$ cat src/rtl/pingpong_data_buf_if.sv
// Handshake bundle for the ping-pong data buffer: write side, read side and mux outputs.
// The flush line exists only when PPBUF_FLUSH_EN is defined.
interface pingpong_data_buf_if #(
  parameter int DATA_BITS = 16
);
  logic                 wr_valid;
  logic                 wr_ready;
  logic [DATA_BITS-1:0] wr_data;
  logic                 rd_valid;
  logic                 rd_ready;
  logic [DATA_BITS-1:0] bank0_data;
  logic [DATA_BITS-1:0] bank1_data;
  logic                 bank_sel;
`ifdef PPBUF_FLUSH_EN
  logic                 flush;
`endif

  // Producer/consumer side.
  modport master (
    output wr_valid, wr_data, rd_ready,
`ifdef PPBUF_FLUSH_EN
    output flush,
`endif
    input  wr_ready, rd_valid, bank0_data, bank1_data, bank_sel
  );

  // Buffer side.
  modport slave (
    input  wr_valid, wr_data, rd_ready,
`ifdef PPBUF_FLUSH_EN
    input  flush,
`endif
    output wr_ready, rd_valid, bank0_data, bank1_data, bank_sel
  );
endinterface

$ cat src/rtl/pingpong_data_buf.sv
// Two-bank ping-pong buffer: one bank fills while the other drains into the output mux.
// Optional early bank close via flush when PPBUF_FLUSH_EN is defined.
module pingpong_data_buf #(
  parameter int DEPTH = 8,
  parameter int AW    = $clog2(DEPTH)
) (
  input  logic                  clk,
  input  logic                  rst,
  pingpong_data_buf_if.slave    bus,
  output logic [3:0]            dbg_bank_state
);
  localparam int DATA_BITS = 16;

  typedef enum logic [1:0] {
    EMPTY    = 2'd0,
    FILLING  = 2'd1,
    FULL     = 2'd2,
    DRAINING = 2'd3
  } bank_state_e;

  bank_state_e          state_q [2];
  bank_state_e          state_d [2];
  logic [DATA_BITS-1:0] mem [2][DEPTH];
  logic                 wr_bank;
  logic                 rd_bank;
  logic [AW-1:0]        wr_ptr;
  logic [AW-1:0]        rd_ptr;
  logic [1:0]           full;
  logic                 wr_fire;
  logic                 rd_fire;
  logic                 wr_close;
  logic                 rd_last;
  logic [AW-1:0]        rd_last_idx;
  logic [AW:0]          wr_count;

  // Handshake: a transfer happens on a rising edge where valid && ready are both high;
  // ready and valid depend only on registered state, never on the other side's input.
  always_comb begin
    for (int b = 0; b < 2; b++) begin
      full[b] = (state_q[b] == FULL) || (state_q[b] == DRAINING);
    end
  end

  assign bus.wr_ready = !full[wr_bank];
  assign bus.rd_valid = full[rd_bank];
  assign bus.bank_sel = rd_bank;
  assign wr_fire      = bus.wr_valid && bus.wr_ready;
  assign rd_fire      = bus.rd_valid && bus.rd_ready;
  assign wr_count     = {1'b0, wr_ptr} + {{AW{1'b0}}, wr_fire};

`ifdef PPBUF_FLUSH_EN
  logic [AW:0] len [2];

  // A flush counts a write landing in the same cycle; an empty bank ignores it.
  assign wr_close    = (wr_fire && (wr_ptr == AW'(DEPTH - 1))) ||
                       (bus.flush && (wr_count != '0));
  assign rd_last_idx = AW'(len[rd_bank] - 1'b1);
`else
  assign wr_close    = wr_fire && (wr_ptr == AW'(DEPTH - 1));
  assign rd_last_idx = AW'(DEPTH - 1);
`endif

  assign rd_last = rd_fire && (rd_ptr == rd_last_idx);

  // The inactive bank parks its output on word 0.
  assign bus.bank0_data = mem[0][rd_bank ? {AW{1'b0}} : rd_ptr];
  assign bus.bank1_data = mem[1][rd_bank ? rd_ptr : {AW{1'b0}}];

  assign dbg_bank_state = {state_q[1], state_q[0]};

  always_comb begin
    for (int b = 0; b < 2; b++) begin
      state_d[b] = state_q[b];
      if (wr_bank == b[0]) begin
        if (wr_close) begin
          state_d[b] = FULL;
        end else if (wr_fire && state_q[b] == EMPTY) begin
          state_d[b] = FILLING;
        end
      end
      if (rd_bank == b[0]) begin
        if (rd_last) begin
          state_d[b] = EMPTY;
        end else if (rd_fire && state_q[b] == FULL) begin
          state_d[b] = DRAINING;
        end
      end
    end
  end

  always_ff @(posedge clk) begin
    if (rst) begin
      state_q[0] <= EMPTY;
      state_q[1] <= EMPTY;
    end else begin
      state_q[0] <= state_d[0];
      state_q[1] <= state_d[1];
    end
  end

  always_ff @(posedge clk) begin
    if (rst) begin
      for (int b = 0; b < 2; b++) begin
        for (int i = 0; i < DEPTH; i++) begin
          mem[b][i] <= '0;
        end
      end
      wr_bank <= 1'b0;
      rd_bank <= 1'b0;
      wr_ptr  <= '0;
      rd_ptr  <= '0;
`ifdef PPBUF_FLUSH_EN
      len[0]  <= '0;
      len[1]  <= '0;
`endif
    end else begin
      if (wr_fire) begin
        mem[wr_bank][wr_ptr] <= bus.wr_data;
      end
      if (wr_close) begin
        wr_ptr  <= '0;
        wr_bank <= ~wr_bank;
`ifdef PPBUF_FLUSH_EN
        len[wr_bank] <= wr_count;
`endif
      end else if (wr_fire) begin
        wr_ptr <= wr_ptr + 1'b1;
      end
      if (rd_last) begin
        rd_ptr  <= '0;
        rd_bank <= ~rd_bank;
      end else if (rd_fire) begin
        rd_ptr <= rd_ptr + 1'b1;
      end
    end
  end
endmodule

$ cat src/flat_wrapper.sv
// flat-port wrapper written by rule: the top's interface ports become plain ports
module pingpong_data_buf_flat 
#(
  parameter int DEPTH = 8,
  parameter int AW    = $clog2(DEPTH)
)
  (clk, rst, dbg_bank_state, bus_wr_valid, bus_wr_data, bus_rd_ready, bus_wr_ready, bus_rd_valid, bus_bank0_data, bus_bank1_data, bus_bank_sel);
  pingpong_data_buf_if bus_i ();
  input  logic clk;
  input  logic rst;
  output logic [3:0] dbg_bank_state;
  input wire logic [$bits(bus_i.wr_valid)-1:0] bus_wr_valid;
  input wire logic [$bits(bus_i.wr_data)-1:0] bus_wr_data;
  input wire logic [$bits(bus_i.rd_ready)-1:0] bus_rd_ready;
  output wire logic [$bits(bus_i.wr_ready)-1:0] bus_wr_ready;
  output wire logic [$bits(bus_i.rd_valid)-1:0] bus_rd_valid;
  output wire logic [$bits(bus_i.bank0_data)-1:0] bus_bank0_data;
  output wire logic [$bits(bus_i.bank1_data)-1:0] bus_bank1_data;
  output wire logic [$bits(bus_i.bank_sel)-1:0] bus_bank_sel;
  assign bus_i.wr_valid = bus_wr_valid;
  assign bus_i.wr_data = bus_wr_data;
  assign bus_i.rd_ready = bus_rd_ready;
  assign bus_wr_ready = bus_i.wr_ready;
  assign bus_rd_valid = bus_i.rd_valid;
  assign bus_bank0_data = bus_i.bank0_data;
  assign bus_bank1_data = bus_i.bank1_data;
  assign bus_bank_sel = bus_i.bank_sel;
  pingpong_data_buf #(.DEPTH(DEPTH), .AW(AW)) u_core (.clk(clk), .rst(rst), .bus(bus_i), .dbg_bank_state(dbg_bank_state));
endmodule
$ cat config.mk
export PLATFORM = sky130hd
export DESIGN_NAME = pingpong_data_buf_flat
export DESIGN_NICKNAME = d
export VERILOG_FILES = /design/src/rtl/pingpong_data_buf_if.sv /design/src/rtl/pingpong_data_buf.sv /design/src/flat_wrapper.sv
export SDC_FILE = /design/constraint.sdc
export NUM_CORES = 1
export LEC_CHECK = 0
export BUFFER_PORTS_ARGS = -buffer_cell sky130_fd_sc_hd__buf_2
export CORE_ASPECT_RATIO = 1.1
export CORE_MARGIN = 4
export CORE_UTILIZATION = 43
export CTS_BUF_LIST = sky130_fd_sc_hd__clkbuf_2
export DETAILED_ROUTE_END_ITERATION = 8
export GPL_ROUTABILITY_DRIVEN = 0
export GPL_TIMING_DRIVEN = 0
export PLACE_DENSITY = 0.6
export SLEW_MARGIN = 20
export SYNTH_ARGS = -nofsm -noshare
export SYNTH_HDL_FRONTEND = slang
export SYNTH_SLANG_ARGS = --single-unit
$ cat constraint.sdc
create_clock -name clk -period 2.7 [get_ports clk]
set_input_delay 0.27 -clock clk [delete_from_list [all_inputs] [get_ports clk]]
set_output_delay 0.27 -clock clk [all_outputs]
set_load 0.01 [all_outputs]
Word-level counts from Yosys, hierarchy flattened
Memories as Yosys holds them, arrays and structs flattened.
Index checks and enable logic that the tools add are counted.
{ "totals": {"ff_bits": 8, "wordCells": 81, "in_bits": 20, "out_inout_bits": 39, "ram_bits": 260, "n_memories": 2} }
{ "memory_table": {"columns": ["name", "words", "word_bits", "read_ports", "rd_ports_with_merged_regs", "wr", "line_no", "source"], "rows": [
  ["u_core.mem", 2, 128, 2, 0, 2, "pingpong_data_buf.sv:23", "logic [DATA_BITS-1:0] mem [2][DEPTH];"],
  ["u_core.state_q", 2, 2, 2, 0, 2, "pingpong_data_buf.sv:21", "bank_state_e state_q [2];"]
]} }
{ "classes": {"n_addsub": 2, "magnitude_cmp": 6, "bitwise": 7, "reduce_logical": 17, "mux": 37, "n_eq_ne": 6} }
{ "ops": {"columns": ["operator", "n"], "rows": [
  ["128-bit 2-to-1 mux", 3],
  ["128-bit OR reduction", 1],
  ["16-bit binary-select mux with 3-bit select", 2],
  ["16-bit 2-to-1 mux", 5],
  ["16-bit demux with 3-bit select", 1],
  ["2-bit 2-to-1 mux", 14],
  ["4-bit greater-or-equal comparator (second input constant)", 3],
  ["3-bit inverter with 4-bit output", 3],
  ["1-bit 2-to-1 mux", 10],
  ["1-bit logical AND", 9],
  ["2-bit equality test (second input constant)", 4],
  ["3-bit by 1-bit adder with 3-bit output (second input constant)", 2],
  ["3-bit equality test (second input constant)", 2],
  ["3-bit 2-to-1 mux", 2],
  ["2-bit logical NOT", 2],
  ["1-bit by 2-bit < comparator with 1-bit output (second input constant)", 2],
  ["4-bit by 1-bit < comparator with 1-bit output (second input constant)", 1],
  ["2-bit OR reduction", 2],
  ["1-bit logical OR", 2],
  ["1-bit inverter", 2],
  ["1-bit bitwise OR", 2],
  ["1-bit logical NOT", 1]
]} }

Depth between registers and ports, before layout
Gate-level depths: netlist (run 1).
An unclocked memory read counts as a cell.
{ "depth": {"ltp_word": 15, "ltp_mapped": 7, "mapped_depth_nobuf": 5} }

Worst setup path before layout (run 1)
No wires, ideal clock.
{ "synth_path": {"path_kind": "register to register", "startpoint": "register u_core.wr_ptr[2]", "endpoint": "memory u_core.mem[1][100] (netlist name) (enable)", "arrival_time_ns": 2.037, "t_required_ns": 2.308, "path_buffers": 2, "setup_time_ns": 0.392, "setup_slack_ns": 0.271, "synth_period_minus_slack_ns": 2.429, "stages_incl_launch_ff": 5, "cell_sequence": "dfxtp_1 -> clkbuf_1 -> or3b_2 -> clkbuf_1 -> o21bai_1"} }
{ "synth_lines": {"columns": ["item", "line_no", "source"], "rows": [
  ["start: declaration", "pingpong_data_buf.sv:26", "logic [AW-1:0] wr_ptr;"],
  ["start signal: assignment", "pingpong_data_buf.sv:127", "wr_ptr <= wr_ptr + 1'b1;"],
  ["end: declaration", "pingpong_data_buf.sv:23", null]
]} }

Worst setup path after layout (run 1)
{ "layout_path": {"startpoint": "register u_core.rd_ptr[0]", "endpoint": "output port bus_bank0_data[11]"} }
{ "layout_between": {"elab_chain_cells": 5} }
{ "layout_lines": {"columns": ["item", "line_no", "source"], "rows": [
  ["start: declaration", "pingpong_data_buf.sv:27", "logic [AW-1:0] rd_ptr;"],
  ["start signal: assignment", "pingpong_data_buf.sv:133", "rd_ptr <= rd_ptr + 1'b1;"],
  ["3-bit 2-to-1 mux", "pingpong_data_buf.sv:66", "assign bus.bank0_data = mem[0][rd_bank ? {AW{1'b0}} : rd_ptr];"],
  ["3-bit inverter with 4-bit output", "pingpong_data_buf.sv:66", null],
  ["16-bit binary-select mux with 3-bit select", "pingpong_data_buf.sv:66", null],
  ["16-bit 2-to-1 mux (2 in series)", "pingpong_data_buf.sv:66", null],
  ["end: declaration", "flat_wrapper.sv:17", "output wire logic [$bits(bus_i.bank0_data)-1:0] bus_bank0_data;"]
]} }
Every way passes these cells. The select of a mux whose other input is x is not followed.

==> results_dict.tcl, run 1 <==
set metrics [dict create \
    vias 8228 \
    overflow 0 \
    netlist_instances 925 \
    synth_edf_count 256 \
    endpoint_kind "output pin" \
    synth_most_common_cell "edfxtp_1" \
    powerDensity_mw_per_mm2 556.4 \
    ant_nets 0 \
    synth-async-reset-ratio_pct 0 \
    switching_share_pct 25.00 \
    vias_per_cell 5.522 \
    die_area_sq_mm 0.03124 \
    grt_max_degree 17 \
    worst_pin_slew_ns 1.148 \
    finalCoreUtilization_pct 51.56 \
    wl_per_cell_microns 23.06 \
    hpwl_microns 22030 \
    grt_pass1_vias 8302 \
    p_sw_uw 2004 \
    die_h_microns 185.0 \
    grt_first_pass_wirelength_microns 49650 \
    p_leak_uw 0.005144 \
    crit_buf_inv 4 \
    crit_fanout 7 \
    worst_ep_required_time_ns 2.43 \
    avgSynthCellArea_sq_um 13.24 \
    cts_sinks 268 \
    cts_buffers 68 \
    crit_type "reg -> out" \
    drt_wl_total_microns 34360 \
    htreeDepth 3 \
    grt.total_usage_pct 21.47 \
    synth_top_area_share_pct 62.79 \
    outcome "completed" \
    pin_count 59 \
    postLayoutSetupSlackWorst_ns 0.07722 \
    die_x_microns 168.9 \
    clk_path_buf_depth 3 \
    row_count 64 \
    rsz0062_at_grt "true" \
    vdd_drop_max_mv 0.3164 \
    fin_skew_ns 0.04379 \
    synthesis.nets 949 \
    yosysTopAreaCell "edfxtp_1" \
    clkTransAtPathRegs_ns 0.11 \
    crit_slowest_cell "dfxtp_4" \
    synth_area_leaders "edfxtp_1 (63%), mux2i_1 (6.6%), and2_1 (4.9%)" \
    cts_root_buffer "clkbuf_2" \
    whs_ns 0.4002 \
    seqPwrFrac_pct 60.3 \
    hold_path_class "in -> reg" \
    synth_seq_cells 268 \
    core_area_sq_mm 0.02795 \
    clockPowerShare_pct 33.1 \
    port_buffers 56 \
    drt_pass1_iterations 5 \
    total_power_uw 8017 \
    detailedPlace.worstSlack_ns -0.06689 \
    ys_types 43 \
    drive_gt1_share_pct 27.11 \
    start_util_pct 43.81 \
    synth-seq-area-share_pct 64.75 \
    clock_latency_ns 0.83 \
    power_frac_comb_pct 6.7 \
    synth_ff_type "edfxtp_1" \
    fin_crit_sh_pct 97.14 \
    cap_violations 0 \
    tritoncts "built" \
    first_iter_violations 625 \
    areaGrowthSynthToFinish_pct 17.69 \
    slew_violations 0 \
    drc_errors 0 \
    max_slew_margin_pct 23.30 \
    hold_violations 0 \
    max_freq_mhz 381.3 \
    path_delay_family "buffers and inverters" \
    final.min_clock_period_ns 2.623 \
    yosys-top-cells-count "edfxtp_1 (256), and2_1 (96), nor2_1 (85), mux2i_1 (81), o22ai_1 (48)" \
    synth_warnings 0 \
    cpPeakStageDelay_ns 0.39 \
    cp-start-kind "flop" \
    fin_nets 1106 \
    internal_power_uw 6013 \
    setup_viol 0 \
    cp_cell_sequence "buf_8 > buf_12 > clkbuf_16 > mux2i_1 > o22ai_1 > a22o_1 > buf_2" \
    syn_area_sq_mm 0.01224 \
    arrival_ns 2.35 \
    antenna_found_initial 2 \
]
layout by cell type (no fill, tap or decap), types with 21 or more instances in the layout:
cell type / Yosys / routed
and2_1: 96 / 96
nand2_1: 39 / 37
nor2_1: 85 / 85
clkbuf_2: 0 / 103
nor2b_1: 21 / 21
buf_2: 9 / 63
edfxtp_1: 256 / 256
mux2i_1: 81 / 80
a21oi_1: 25 / 22
o22ai_1: 48 / 39
flip-flops by register name, indices dropped and copies added (netlist names):
register             count
u_core.bus.bank_sel      1
u_core.rd_ptr            3
u_core.wr_bank           1
u_core.wr_ptr            3
u_core.mem             256
u_core.state_q           4
final timing paths:
| path | end | slack (ns) | cells past startpoint | startpoint |
|---|---|---|---|---|
| max | bus_bank0_data[11] | 0.08 | 7 | u_core.rd_ptr[0] |
| min | u_core.mem[0][125] | 0.40 | 3 | bus_wr_data[13] |
| max reg2reg | u_core.mem[0][116] | 0.11 | 5 | u_core.state_q[0][1] |
| min reg2reg | u_core.state_q[0][2] | 0.51 | 2 | u_core.state_q[0][2] |
cell families (layout without fill, tap and decap cells):
family                     count (synthesis)  after routing  synth area share, %
AOI/OAI and AO/OA                        162            162                9.188
muxes                                     98             98                8.186
DFF                                      268            268                64.75
adders and majority gates                  4              4               0.4088
other                                      0              2                    0
buffers and inverters                     74            274                2.545
and+or+nand+nor                          319            319                14.92
power groups by stage:
stage | Sequential (uW) | Clock [uW] | Combinational [uW]
floorplan | 4910 | 0 | 296
global placement | 4920 | 0 | 480
detailed placement | 4930 | 0 | 506
CTS | 4830 | 2690 | 532
global route | 4850 | 2930 | 577
finish | 4830 | 2650 | 535
layer usage:
metal  routed length [microns]  share of wire (%)  global-route usage [%]
met5                         0                  0                       0
met2                     17160                 50                   37.07
met1                     13920                 41                   26.08
met3                      2019                5.9                   4.397
met4                      1259                3.7                   9.610
repair_timing:
action	CTS	global route
cloned	0	4
hold buffers	19	0
hold endpoints to repair	220	0
gates resized for setup	117	37
pin swaps	0	14
endpoints found under the setup margin	45	47
setup buffers	0	4
area by class of cell:
cell class              count  area, sq um
clock inverters            17        92.59
flip-flops and latches    268         7936
inverters                   4        15.01
diodes                      2        5.005
repair buffers             89        699.4
multi-input cells         583         4148
well taps                 363        454.2
fillers                  2418        13540
plain buffers              68        578.1
clock buffers              96        480.5
metrics by stage:
step / cells / instance area [sq um] / setup TNS [ns]
2_1_floorplan: 925 / 12240 / 0
3_3_place_gp: 1344 / 12980 / -78.09
3_5_place_dp: 1350 / 13110 / -0.2149
4_1_cts: 1480 / 14160 / 0
5_1_grt: 1489 / 14410 / -0.1725
6_report: 1490 / 14410 / 0
worst reg2reg max path, cell delays in order, from the launching register on:
cell and delay, ns:
dfxtp_1 0.33, buf_6 0.14, or4b_4 0.52, buf_6 0.18, nor4_4 0.48, or2_2 0.58
No activity file was read; power rests on OpenSTA's default activity.
==> run 2: changes to the inputs <==
--- a/config.mk
+++ b/config.mk
@@ -5,6 +5,7 @@
 export SDC_FILE = /design/constraint.sdc
 export NUM_CORES = 1
 export LEC_CHECK = 0
+export ABC_AREA = 1
 export BUFFER_PORTS_ARGS = -buffer_cell sky130_fd_sc_hd__buf_2
 export CORE_ASPECT_RATIO = 1.1
 export CORE_MARGIN = 4
==> run 2 against run 1 <==
Against the previous run:
- register-to-register slack better by 0.10 ns
- utilization is 0.49 points lower
- worst setup slack better by 0.011 ns
- routed wire length is 11% lower
- clock power hardly changed
- critical path depth is 3 higher
- sequential cell count stayed put
- synthesized cell count is 28% higher
- cell area is 1.5% lower
- global-route usage is 1.9 points lower
- synthesized area is 1.1% lower
==> results_dict.tcl, run 2 <==
set metrics [dict create \
    max_slew_margin_pct 42.68 \
    netlist_instances 1185 \
    r2r-end "u_core.mem[0][51]" \
    hold_violations 0 \
    max_freq_mhz 382.9 \
    syn_area_sq_mm 0.01211 \
    rr_startpoint "u_core.wr_bank" \
    die_area_sq_mm 0.03091 \
    ys_types 26 \
    drt_wl_total_microns 30440 \
    pin_count 59 \
    p_leak_uw 0.006551 \
    p_sw_uw 1986 \
    worst_pin_slew_ns 0.8589 \
    htreeDepth 3 \
    drt_pass1_iterations 5 \
    r2r_slack_ns 0.21 \
    start_util_pct 43.58 \
    synth_warnings 0 \
    power_frac_comb_pct 6.4 \
    fin_area_sq_mm 0.01419 \
    avgSynthCellArea_sq_um 10.22 \
    layout_commonest_cell "nand2_1" \
    vias 8774 \
    core_area_sq_mm 0.02779 \
    first_iter_violations 587 \
    mostFrequentLayoutCells "nand2_1 (292), edfxtp_1 (256), nor2_1 (168)" \
    clkTransAtPathRegs_ns 0.11 \
    largest_register "u_core.mem" \
    cp-start-kind "flop" \
    total_power_uw 7987 \
    grt_first_pass_wirelength_microns 46910 \
    finalCoreUtilization_pct 51.07 \
    rsz0062_at_grt "true" \
    outcome "completed" \
    setup_viol 0 \
    biggestRegsByFlops "u_core.mem (256), u_core.state_q (4)" \
    switching_share_pct 24.86 \
    synth_most_common_cell "nand2_1" \
    drive_gt1_share_pct 21.94 \
    row_count 64 \
    grt_pass1_vias 8617 \
    crit_fanout 7 \
    port_buffers 58 \
    critPathLaunch "u_core.bus.bank_sel" \
    wl_per_cell_microns 17.35 \
    ff2ff_path_depth 9 \
    synth_seq_cells 268 \
    cts_sinks 268 \
    vdd_drop_max_mv 0.3180 \
    fin_crit_sh_pct 96.72 \
    synth_area_leaders "edfxtp_1 (63%), nand2_1 (9.6%), o211ai_1 (6.0%)" \
    die_h_microns 184 \
    synthesis.nets 1209 \
    cap_violations 0 \
    crit_end "bus_bank0_data[11]" \
    seqPwrFrac_pct 60.1 \
    grt.total_usage_pct 19.61 \
    clk_path_buf_depth 3 \
    largest_reg_flops 256 \
    worst_ep_required_time_ns 2.43 \
    fin_nets 1373 \
    hold_path_class "in -> reg" \
    hpwl_microns 20540 \
    drc_errors 0 \
    antenna_found_initial 1 \
    arrival_ns 2.34 \
    synth_top_area_share_pct 63.48 \
    endpoint_kind "output pin" \
    yosys-top-cells-count "nand2_1 (311), edfxtp_1 (256), nor2_1 (169), inv_1 (165), o211ai_1 (96)" \
    place_area_sq_mm 0.01294 \
    slew_violations 0 \
    powerDensity_mw_per_mm2 562.8 \
    synth-async-reset-ratio_pct 0 \
    ant_nets 0 \
    yosysTopAreaCell "edfxtp_1" \
    die_x_microns 168 \
    overflow 0 \
    tritoncts "built" \
    synth_edf_count 256 \
    clock_latency_ns 0.84 \
    cts_buffers 69 \
    internal_power_uw 6001 \
    cts_root_buffer "clkbuf_2" \
    crit_type "reg -> out" \
    final.min_clock_period_ns 2.611 \
    synth-seq-area-share_pct 65.47 \
    clockPowerShare_pct 33.5 \
    areaGrowthSynthToFinish_pct 17.19 \
    vias_per_cell 5.002 \
    fin_skew_ns 0.06166 \
    synth_ff_type "edfxtp_1" \
    grt_max_degree 17 \
]
run 2: per-layer routing:
metal	global-route usage, %	vias to the layer above	wire, microns
li1	-	4274	-
met1	23.78	4156	12290
met2	35.00	283	15580
met3	3.527	61	1893
met4	7.305	0	682
met5	0	-	0
run 2: power by group through the flow:
stage	clock [uW]	sequential [uW]	combinational, uW
after floorplan	0	4880	293
after global placement	0	4890	461
after detailed placement	0	4900	481
after CTS	2740	4800	515
after global routing	2970	4820	570
final	2670	4800	513
run 2: logic make-up after synthesis:
kind of cell,Yosys count,synth area share [%]
AND/OR/NAND/NOR,536,18.10
adder cells (fa/ha/maj),4,0.4133
AO/OA/AOI/OAI,151,8.246
flip-flops,268,65.47
XOR/XNOR,1,0.07234
buffers and inverters,225,7.698
run 2: what timing repair did:
action | 4_1_cts | 5_1_grt
buffers inserted | 7 | 1
pin swaps | 10 | 5
gates resized for setup | 115 | 46
cloned | 2 | 1
hold buffers | 20 | 0
hold endpoints to repair | 265 | 0
setup endpoints to repair | 32 | 37
run 2: worst min path at each step:
| stage | start | endpoint | slack [ns] | cells past startpoint |
|---|---|---|---|---|
| final | rst | u_core.bus.bank_sel | 0.34 | 4 |
| after global routing | bus_wr_data[1] | u_core.mem[1][113] | 0.33 | 4 |
| after CTS | bus_rd_ready | u_core.state_q[0][0] | 0.27 | 4 |
| after detailed placement | u_core.wr_ptr[0] | u_core.wr_ptr[0] | 0.49 | 2 |
| after global placement | u_core.wr_ptr[0] | u_core.wr_ptr[0] | 0.48 | 2 |
| after floorplan | bus_rd_ready | u_core.state_q[0][0] | 0.44 | 2 |
run 2: area by class of cell:
cell class / instances / area, sq um
fillers: 2632 / 13600
repair buffers: 94 / 680.7
flip-flops and latches: 268 / 7933
well taps: 363 / 454.2
inverters: 169 / 644.4
clock buffers: 104 / 520.5
diodes: 1 / 2.502
plain buffers: 55 / 500.5
clock inverters: 8 / 57.56
multi-input cells: 692 / 3398
run 2: critical path, cell delays in order (launching register included):
cell and delay, ns:
dfxtp_4 0.42, inv_8 0.08, nand2_4 0.06, buf_12 0.15
buf_6 0.13, or2_2 0.27, nand3_2 0.08, nand2_2 0.06
nand2_1 0.06, nand2_1 0.05, buf_2 0.14
run 2: stage by stage:
stage                     cells  hold slack (ns)  setup slack (ns)   TNS (ns)
after global routing       1754           0.3295          -0.05063    -0.4574
final                      1754           0.3438           0.08865          0
after detailed placement   1611           0.4871            0.1696          0
after CTS                  1752           0.2666        -0.0008635  -0.001343
after global placement     1606           0.4759           -0.8683     -62.22
after floorplan            1185           0.4384            0.2585          0
==> run 3: changes to the inputs <==
--- a/config.mk
+++ b/config.mk
@@ -9,12 +9,12 @@
 export BUFFER_PORTS_ARGS = -buffer_cell sky130_fd_sc_hd__buf_2
 export CORE_ASPECT_RATIO = 1.1
 export CORE_MARGIN = 4
-export CORE_UTILIZATION = 43
+export CORE_UTILIZATION = 49
 export CTS_BUF_LIST = sky130_fd_sc_hd__clkbuf_2
 export DETAILED_ROUTE_END_ITERATION = 8
 export GPL_ROUTABILITY_DRIVEN = 0
 export GPL_TIMING_DRIVEN = 0
-export PLACE_DENSITY = 0.6
+export PLACE_DENSITY = 0.67
 export SLEW_MARGIN = 20
 export SYNTH_ARGS = -nofsm -noshare
 export SYNTH_HDL_FRONTEND = slang
==> run 3 against run 2 <==
Against the previous run:
- register-to-register slack gained 0.03 ns
- combinational power about the same
- clock power fell by 7.5%
- via count is 0.25% higher
- critical endpoint is now bus_bank0_data[5]
==> results_dict.tcl, run 3 (synthesis gave the netlist of run 2 again) <==
set metrics [dict create \
    outcome "completed" \
    areaGrowthSynthToFinish_pct 18.15 \
    grt_max_degree 17 \
    path_delay_family "buffers and inverters" \
    crit_type "reg -> out" \
    clk_path_buf_depth 3 \
    drc_errors 0 \
    wl_per_cell_microns 17.34 \
    core_area_sq_mm 0.02440 \
    clock_latency_ns 0.85 \
    drt_pass1_iterations 5 \
    grt_first_pass_wirelength_microns 45490 \
    overflow 0 \
    fin_crit_sh_pct 99.01 \
    die_area_sq_mm 0.02729 \
    final_cells 1708 \
    crit_buf_inv 5 \
    grt.total_usage_pct 21.44 \
    htreeDepth 2 \
    p_leak_uw 0.006546 \
    tritoncts "built" \
    row_count 60 \
    cpPeakStageDelay_ns 0.35 \
    cts_sinks 268 \
    drt_wl_total_microns 29620 \
    cts_buffers 61 \
    die_h_microns 172.9 \
    hold_violations 0 \
    max_freq_mhz 374.1 \
    drive_gt1_share_pct 20.83 \
    hpwl_microns 19800 \
    largest_register "u_core.mem" \
    cp-start-kind "flop" \
    cts_root_buffer "clkbuf_2" \
    hold_path_class "in -> reg" \
    vdd_drop_max_mv 0.3408 \
    clkTransAtPathRegs_ns 0.12 \
    powerDensity_mw_per_mm2 543.6 \
    start_util_pct 49.63 \
    cap_violations 0 \
    worst_pin_slew_ns 0.8156 \
    vias_per_cell 5.150 \
    detailedPlace.worstSlack_ns 0.2105 \
    pin_count 59 \
    fin_nets 1369 \
    worst_ep_required_time_ns 2.43 \
    crit_fanout 7 \
    nFillCells 2039 \
    final.min_clock_period_ns 2.673 \
    layout_commonest_cell "nand2_1" \
    max_slew_margin_pct 45.49 \
    antenna_found_initial 1 \
    mostFrequentLayoutCells "nand2_1 (294), edfxtp_1 (256), nor2_1 (168)" \
    tns_ns 0 \
    fin_skew_ns 0.04846 \
    largest_reg_flops 256 \
    die_x_microns 157.9 \
    biggestRegsByFlops "u_core.mem (256), u_core.state_q (4)" \
    arrival_ns 2.40 \
    setup_viol 0 \
    endpoint_kind "output pin" \
    crit_slowest_cell "dfxtp_2" \
    post-place-cells 1558 \
    grt_pass1_vias 8590 \
    postLayoutSetupSlackWorst_ns 0.02660 \
    ant_nets 0 \
    rsz0062_at_grt "true" \
    port_buffers 58 \
    cp_cell_sequence "buf_12 > clkinv_8 > nand2_8 > buf_12 > buf_8 > or2_4 > nand3_2 > nand2_2 > nand2_1 > nand2_1 > buf_2" \
    vias 8796 \
    first_iter_violations 548 \
    slew_violations 0 \
]
run 3: cell count changes in the layout (fill, tap and decap cells not counted), sizes merged:
| cell | change |
|---|---|
| bufinv | -1 |
| buf | +3 |
| inv | -2 |
| clkinv | +26 |
| clkbuf | -21 |
| clkinvlp | +1 |
| dlygate4sd3 | +1 |
run 3: routing by layer:
metal	track usage, %	vias up	part of all wire (%)
met4	8.103	0	3.0
met1	26.50	4177	40
met5	0	-	0
met2	37.35	264	51
met3	3.680	71	5.6
li1	-	4284	-
run 3: cell type report:
class | count | area (sq um) | share of cell area, %
diodes | 1 | 2.502 | 0.01749
clock inverters | 32 | 128.9 | 0.9007
multi-input cells | 692 | 3436 | 24.01
repair buffers | 97 | 760.7 | 5.317
plain buffers | 56 | 580.6 | 4.058
well taps | 310 | 387.9 | 2.711
flip-flops and latches | 268 | 7934 | 55.45
clock buffers | 83 | 415.4 | 2.903
inverters | 169 | 661.9 | 4.626
run 3: report_power, final:
group,switching (uW),total [uW],internal [uW]
registers,48.0,4800,4750
logic,354,513,159
clock network,1610,2470,856
total,2010,7780,5770
run 3: metrics by stage:
stage          hold slack (ns)  total power [uW]  utilization (%)  instance area (sq um)
2_1_floorplan           0.4384              5176                -                  12110
3_3_place_gp            0.4774              5347            52.41                  12790
3_5_place_dp            0.4821              5369            52.75                  12870
4_1_cts                 0.2303              7798            57.50                  14030
5_1_grt                 0.2604              8104            58.64                  14310
6_report                0.2884              7777            58.64                  14310
run 3: tightest hold or removal path, stage by stage:
cell	delay [ns]
dlygate4sd3_1	0.52
buf_2	0.11
nand2_1	0.08
nor2_1	0.08
run 3: final timing paths:
path,end,cells past startpoint,startpoint,slack (ns)
min,u_core.mem[1][114],4,bus_wr_data[2],0.29
max,bus_bank0_data[5],11,u_core.bus.bank_sel,0.03
max reg2reg,u_core.mem[0][57],8,u_core.wr_bank,0.24
min reg2reg,u_core.wr_ptr[0],2,u_core.wr_ptr[0],0.49
run 3: what timing repair did:
| item | CTS | global route |
|---|---|---|
| hold buffers | 21 | 0 |
| cloned | 2 | 3 |
| pin swaps | 10 | 19 |
| hold endpoints to repair | 268 | 0 |
| gates resized for setup | 134 | 69 |
| setup endpoints to repair | 32 | 32 |
| buffers inserted | 6 | 2 |
